--- config.mk ---
export PLATFORM = sky130hd
export DESIGN_NAME = wb_stage
export DESIGN_NICKNAME = d
export VERILOG_FILES = /design/src/rtl/riscv_wb_pkg.sv /design/src/rtl/wb_stage_load_extract.sv /design/src/rtl/wb_stage.sv
export SDC_FILE = /design/constraint.sdc
export NUM_CORES = 1
export LEC_CHECK = 0
export ABC_AREA = 1
export BUFFER_PORTS_ARGS = -buffer_cell sky130_fd_sc_hd__buf_4
export CORE_MARGIN = 5
export CORE_UTILIZATION = 27
export CTS_BUF_LIST = sky130_fd_sc_hd__clkbuf_8
export DETAILED_ROUTE_END_ITERATION = 12
export PLACE_DENSITY_LB_ADDON = 0.1
export SLEW_MARGIN = 20
export SYNTH_ARGS = -nofsm -noshare
export SYNTH_HDL_FRONTEND = slang
export SYNTH_SLANG_ARGS = --single-unit
--- constraint.sdc ---
create_clock -name clk -period 2.7 [get_ports clk]
set_input_delay 0.27 -clock clk [delete_from_list [all_inputs] [get_ports clk]]
set_output_delay 0.27 -clock clk [all_outputs]
set_load 0.1 [all_outputs]
--- src/rtl/riscv_wb_pkg.sv ---
// Shared definitions for the writeback stage: load funct3 codes,
// late-result skid buffer states and its age counter width.
`default_nettype none

package riscv_wb_pkg;

  localparam logic [2:0] F3_LB  = 3'b000;
  localparam logic [2:0] F3_LH  = 3'b001;
  localparam logic [2:0] F3_LW  = 3'b010;
  localparam logic [2:0] F3_LBU = 3'b100;
  localparam logic [2:0] F3_LHU = 3'b101;

  localparam int AGE_W = 2;
  // Number of pipeline wins a pending late result tolerates before forcing.
  localparam logic [AGE_W-1:0] AGE_FORCE = 2'd2;

  typedef enum logic [1:0] {
    SKID_IDLE  = 2'd0,
    SKID_PEND  = 2'd1,
    SKID_FORCE = 2'd2
  } skid_state_t;

endpackage

`default_nettype wire

--- src/rtl/wb_stage_load_extract.sv ---
// Combinational load-data extraction: selects byte/half/word from the
// aligned memory word and sign- or zero-extends it to DATA_WIDTH.
`default_nettype none

module load_extract
  import riscv_wb_pkg::*;
#(
  parameter int DATA_WIDTH = 32
) (
  input  logic [2:0]            i_funct3,
  input  logic [1:0]            i_addr_lo,
  input  logic [DATA_WIDTH-1:0] i_word,
  output logic [DATA_WIDTH-1:0] o_data
);

  logic [7:0]  w_byte;
  logic [15:0] w_half;

  assign w_byte = i_word[{i_addr_lo, 3'b000} +: 8];
  assign w_half = i_word[{i_addr_lo[1], 4'b0000} +: 16];

  always_comb begin
    o_data = i_word;
    case (i_funct3)
      F3_LB:   o_data = {{(DATA_WIDTH-8){w_byte[7]}}, w_byte};
      F3_LH:   o_data = {{(DATA_WIDTH-16){w_half[15]}}, w_half};
      F3_LW:   o_data = i_word;
      F3_LBU:  o_data = {{(DATA_WIDTH-8){1'b0}}, w_byte};
      F3_LHU:  o_data = {{(DATA_WIDTH-16){1'b0}}, w_half};
      default: o_data = i_word;
    endcase
  end

endmodule

`default_nettype wire

--- src/rtl/wb_stage.sv ---
// RISC-V writeback stage: registers the MEM/WB result, suppresses x0 writes
// and merges late multicycle results through a one-entry aged skid buffer.
`default_nettype none

module wb_stage
  import riscv_wb_pkg::*;
#(
  parameter int DATA_WIDTH    = 32,
  parameter int ADDRESS_WIDTH = 5
) (
  input  logic                     clk,
  input  logic                     rst,
  input  logic                     mem_valid,
  input  logic                     mem_reg_wr,
  input  logic                     mem_mem_to_reg,
  input  logic [2:0]               mem_funct3,
  input  logic [1:0]               mem_addr_lo,
  input  logic [ADDRESS_WIDTH-1:0] mem_rd,
  input  logic [DATA_WIDTH-1:0]    mem_alu_result,
  input  logic [DATA_WIDTH-1:0]    mem_load_data,
  output logic                     mem_stall_req,
  input  logic                     lr_valid,
  output logic                     lr_ready,
  input  logic [ADDRESS_WIDTH-1:0] lr_rd,
  input  logic [DATA_WIDTH-1:0]    lr_data,
  output logic                     rg_wrt_en,
  output logic [ADDRESS_WIDTH-1:0] rg_wrt_dest,
  output logic [DATA_WIDTH-1:0]    rg_wrt_data
);

  skid_state_t              r_state;
  logic [AGE_W-1:0]         r_age;
  logic [ADDRESS_WIDTH-1:0] r_skid_rd;
  logic [DATA_WIDTH-1:0]    r_skid_data;
  logic                     r_wrt_en;
  logic [ADDRESS_WIDTH-1:0] r_wrt_dest;
  logic [DATA_WIDTH-1:0]    r_wrt_data;

  logic                     w_force;
  logic                     w_pend;
  logic                     w_pipe;
  logic                     w_accept;
  logic                     w_same_rd;
  logic [AGE_W-1:0]         w_age_next;
  logic [DATA_WIDTH-1:0]    w_load_ext;
  logic [DATA_WIDTH-1:0]    w_pipe_data;

  load_extract #(
    .DATA_WIDTH (DATA_WIDTH)
  ) u_load_extract (
    .i_funct3  (mem_funct3),
    .i_addr_lo (mem_addr_lo),
    .i_word    (mem_load_data),
    .o_data    (w_load_ext)
  );

  assign w_force       = (r_state == SKID_FORCE);
  assign w_pend        = (r_state == SKID_PEND);
  assign mem_stall_req = w_force;
  assign lr_ready      = (r_state == SKID_IDLE);

  assign w_pipe      = mem_valid && mem_reg_wr && (mem_rd != '0) && !w_force;
  assign w_pipe_data = mem_mem_to_reg ? w_load_ext : mem_alu_result;
  assign w_accept    = lr_valid && lr_ready && (lr_rd != '0);
  assign w_same_rd   = (mem_rd == r_skid_rd);
  assign w_age_next  = (r_age == '1) ? r_age : r_age + 1'b1;

  always_ff @(posedge clk or posedge rst) begin
    if (rst) begin
      r_state     <= SKID_IDLE;
      r_age       <= '0;
      r_skid_rd   <= '0;
      r_skid_data <= '0;
      r_wrt_en    <= 1'b0;
      r_wrt_dest  <= '0;
      r_wrt_data  <= '0;
    end else begin
      case (r_state)
        SKID_IDLE: begin
          if (w_accept) begin
            r_state     <= SKID_PEND;
            r_age       <= '0;
            r_skid_rd   <= lr_rd;
            r_skid_data <= lr_data;
          end
        end
        SKID_PEND: begin
          if (w_pipe) begin
            // A younger pipeline write to the same register makes the entry stale.
            if (w_same_rd) begin
              r_state <= SKID_IDLE;
            end else begin
              r_age <= w_age_next;
              if (w_age_next == AGE_FORCE) begin
                r_state <= SKID_FORCE;
              end
            end
          end else begin
            r_state <= SKID_IDLE;
          end
        end
        SKID_FORCE: r_state <= SKID_IDLE;
        default:    r_state <= SKID_IDLE;
      endcase

      if (w_force || (w_pend && !w_pipe)) begin
        r_wrt_en   <= 1'b1;
        r_wrt_dest <= r_skid_rd;
        r_wrt_data <= r_skid_data;
      end else if (w_pipe) begin
        r_wrt_en   <= 1'b1;
        r_wrt_dest <= mem_rd;
        r_wrt_data <= w_pipe_data;
      end else begin
        r_wrt_en   <= 1'b0;
      end
    end
  end

  assign rg_wrt_en   = r_wrt_en;
  assign rg_wrt_dest = r_wrt_dest;
  assign rg_wrt_data = r_wrt_data;

endmodule

`default_nettype wire

==> flow_summary_export.csv <==
group,metric,value,unit
cells_and_area,final_nets,945,
setup_path,arrival_time_at_the_worst_endpoint,2.33,ns
synthesis,post_synthesis_cell_area,4682,sq um
synthesis,yosys.area.top_type_share,0.4222,
global_route,globalRoute.totalOverflow,0,
synthesis,synth_xor_xnor_area_share,0.007483,
synthesis,syn_inst,695,
sta,final.period_utilization,0.7625,
clocking,postcts_resize_cnt,0,
sta,number_of_hold_violations_in_the_final_report,0,
global_route,antenna_found_initial,0,
clocking,cts_htree_levels,3,
setup_path,startpoint_type,"register",
setup_path,setup.worst_path.end_class,"register",
place,dp_hpwl,13250,microns
route,detail_route.vias_per_cell,4.667,
synthesis,yosys-mux-area-fraction,0,
power_and_ir_drop,cell_internal_power_dissipation,2.402,mW
clocking,ctsHoldBuffers,1,
synthesis,yosys_warnings,0,
cells_and_area,synthToLayoutAreaGrowth,31.19,%
setup_path,delay_heaviest_family_cp,"simple AND/OR/NAND/NOR gates",
sta,post_layout_min_period,2.059,ns
cells_and_area,layout-drive-gt1-share,0.2296,
synthesis,synth_simple_gate_area_share,0.3378,
floorplan,start_util,0.2726,
place,io_buffer_count,156,
synthesis,synthesized_netlist_net_count,812,
synthesis,synth_fa_ha_area_frac,0,
clocking,tritoncts_buffers,9,
route,via_count,4933,
floorplan,die_height,141.7,microns
setup_path,critical_path.cell_chain,"inv_2 > nor2_4 > nor2_4 > nand2_4 > buf_4 > inv_2 > nor2_1 > nor2_1 > nand2_1 > nand2_1",
route,route.antenna.remaining_nets,0,
global_route,grt_pass1_vias,5001,
clocking,clock_tree_from_tritoncts,"built",
clocking,cts_setup_buffers,0,
hold_path,hold_class,"input pin to register",
sta,rsz0062_at_grt,"no",
floorplan,core_region_area,17180,sq um
setup_path,critPathMaxFanout,28,
power_and_ir_drop,p_sw_frac,0.5121,
power_and_ir_drop,vdd.ir_drop.worst,298.1,uV
floorplan,rows,48,
power_and_ir_drop,switching_power,2.521,mW
setup_path,cpPeakStageDelay,0.44,ns
power_and_ir_drop,totalPowerFinal,4.924,mW
route,wire_per_inst,16.36,microns
route,iteration_count_of_the_initial_detailed_routing_pass,6,
sta,setup-tns-final,0,ns
sta,slew_headroom,0.4858,
sta,finalWorstSetupSlack,0.6412,ns
synthesis,synthesis.area_per_instance,6.737,sq um
global_route,grt_first_pass_wirelength,27340,microns
place,detailedPlace.worstSlack,0.6418,ns
power_and_ir_drop,pwr_density_cell,801.6,nW/um^2
clocking,clockBufferDepth,2,
power_and_ir_drop,p_comb_frac,0.499,
global_route,grt_max_degree,48,
cells_and_area,most-common-layout-cells,"271 x sky130_fd_sc_hd__nand2_1, 160 x sky130_fd_sc_hd__buf_4, 84 x sky130_fd_sc_hd__nor2_1",
global_route,grt_util_all_layers,0.1723,
power_and_ir_drop,cellLeakagePower,3.241,nW
setup_path,reg2reg_slack,0.64,ns
setup_path,critical_path.n_buffers_inverters,3,
run,max_cap_violations,0,
run_status,outcome,"finished clean",
floorplan,floorplan.die_area,20070,sq um
route,detailed_route_wl,17290,microns
sta,timing_max_transition_violations_final,0,
floorplan,num_io_pins,157,
setup_path,critical_path_required_time,2.97,ns
synthesis,synth_top_family_by_area,"simple AND/OR/NAND/NOR gates",
synthesis,post_synth_main_area_contributors,"sky130_fd_sc_hd__dfrtp_1 42%, sky130_fd_sc_hd__nand2_1 22%, sky130_fd_sc_hd__a21oi_1 7.9%, sky130_fd_sc_hd__nor2_1 6.7%, sky130_fd_sc_hd__o21ai_0 4.3%",
setup_path,critPathKind,"register to register",
synthesis,synth_seq_area_share,0.4222,
place,place.gp.congestion,0.9067,
cells_and_area,antenna_cells,0,
power_and_ir_drop,clock_power_share,0.162,
power_and_ir_drop,share_seq_of_total_power,0.339,
synthesis,compound_cell_area_share_of_the_yosys_netlist,0.1491,
cells_and_area,layout_commonest_cell,"sky130_fd_sc_hd__nand2_1",
clocking,cts.sinks,79,
route,drc,0,
sta,finalClockSkew,0.007367,ns
synthesis,synth.largest_area_cell,"sky130_fd_sc_hd__dfrtp_1",
sta,setup_viol,0,
floorplan,die_width,141.7,microns
route,drt_iter0_drc,389,
clocking,insertion_delay,0.37,ns
synthesis,synth_seq_cells,79,
sta,max_clock_freq,485.7,MHz
clocking,clk_root_buffer_cell,"sky130_fd_sc_hd__clkbuf_8",
setup_path,critical-path-slowest-cell,"sky130_fd_sc_hd__dfrtp_1",
sta,worstMarginPinSlew,0.7695,ns
synthesis,yosysUniqueCellTypes,27,
clocking,clk_pin_slew,0.08,ns
[final cells by class]
| type | instances | area (sq um) |
|---|---|---|
| fillers | 1895 | 11030 |
| multi-input cells | 533 | 2322 |
| flip-flops and latches | 79 | 1977 |
| repair buffers | 162 | 1231 |
| well taps | 225 | 281.5 |
| inverters | 43 | 165.2 |
| clock buffers | 10 | 137.6 |
| clock inverters | 5 | 27.53 |
[metal layers]
metal / up-vias / track usage / wire [microns]
met1: 2291 / 0.2533 / 8511
met4: 0 / 0.05808 / 314
met3: 23 / 0.03000 / 855
met5: - / 0 / 0
met2: 155 / 0.2549 / 7611
li1: 2464 / - / -
[cell usage after synthesis]
cell / count
sky130_fd_sc_hd__o21ai_0: 40
sky130_fd_sc_hd__nor2_4: 3
sky130_fd_sc_hd__buf_2: 16
sky130_fd_sc_hd__inv_2: 7
sky130_fd_sc_hd__xnor2_1: 1
sky130_fd_sc_hd__nand2_1: 271
sky130_fd_sc_hd__dfrtp_1: 79
sky130_fd_sc_hd__xor2_1: 3
sky130_fd_sc_hd__nand2_4: 1
sky130_fd_sc_hd__clkinv_1: 1
sky130_fd_sc_hd__nand2_2: 1
sky130_fd_sc_hd__buf_1: 1
sky130_fd_sc_hd__buf_6: 6
sky130_fd_sc_hd__nor3b_1: 1
sky130_fd_sc_hd__buf_4: 3
sky130_fd_sc_hd__inv_4: 1
sky130_fd_sc_hd__nand3_1: 34
sky130_fd_sc_hd__nand3b_1: 1
sky130_fd_sc_hd__o21ai_2: 1
sky130_fd_sc_hd__o221ai_1: 1
sky130_fd_sc_hd__nor2_1: 84
sky130_fd_sc_hd__inv_1: 34
sky130_fd_sc_hd__clkbuf_1: 14
sky130_fd_sc_hd__nor2_2: 2
sky130_fd_sc_hd__a21oi_1: 74
sky130_fd_sc_hd__o21ai_1: 1
sky130_fd_sc_hd__a22oi_1: 14
[power groups by stage]
stage          clock network [mW]  logic [mW]  registers, mW
2_1_floorplan                   0       0.705           2.80
4_1_cts                     0.836        2.48           1.67
3_3_place_gp                    0        2.46           1.69
3_5_place_dp                    0        2.48           1.69
6_report                    0.798        2.46           1.67
5_1_grt                     0.890        2.62           1.70
[final timing paths]
check	startpoint	cells past startpoint	to
worst min-delay path	lr_data[25]	3	r_skid_data[25]
min in group asynchronous	rst	3	r_skid_data[14]
max in group asynchronous	rst	4	rg_wrt_data[31]
worst max-delay path	r_state[1]	10	rg_wrt_data[6]
worst min register to register	r_skid_data[17]	2	r_skid_data[17]
worst max register to register	r_state[1]	10	rg_wrt_data[6]
[per-stage QoR]
stage / std cells / util / cell area, sq um / hold WS [ns]
after floorplan: 695 / - / 4682 / 0.3796
after global placement: 1041 / 0.3474 / 5967 / 0.3723
after detailed placement: 1041 / 0.3474 / 5967 / 0.3810
after CTS: 1057 / 0.3576 / 6142 / 0.06785
after global routing: 1057 / 0.3576 / 6142 / 0.07243
final: 1057 / 0.3576 / 6142 / 0.08614
[worst min-delay path: cells and delay by family]
family                 cells  cell delay (ns)
buffers and inverters      1             0.08
AND/OR/NAND/NOR            2             0.08
[flip-flops by register name, summed over array words and instances (netlist names)]
register / count
r_skid_data: 32
r_skid_rd: 5
rg_wrt_en: 1
r_age: 2
rg_wrt_data: 32
rg_wrt_dest: 5
r_state: 2
[cells by family (layout without fill, tap and decap cells)]
kind of cell,count (synthesis),after routing
buffers and inverters,83,220
xor gates and xnor gates,4,4
and+or+nand+nor,398,398
DFF,79,79
AOI/OAI and AO/OA,131,131
No activity file was read; power rests on OpenSTA's default activity.
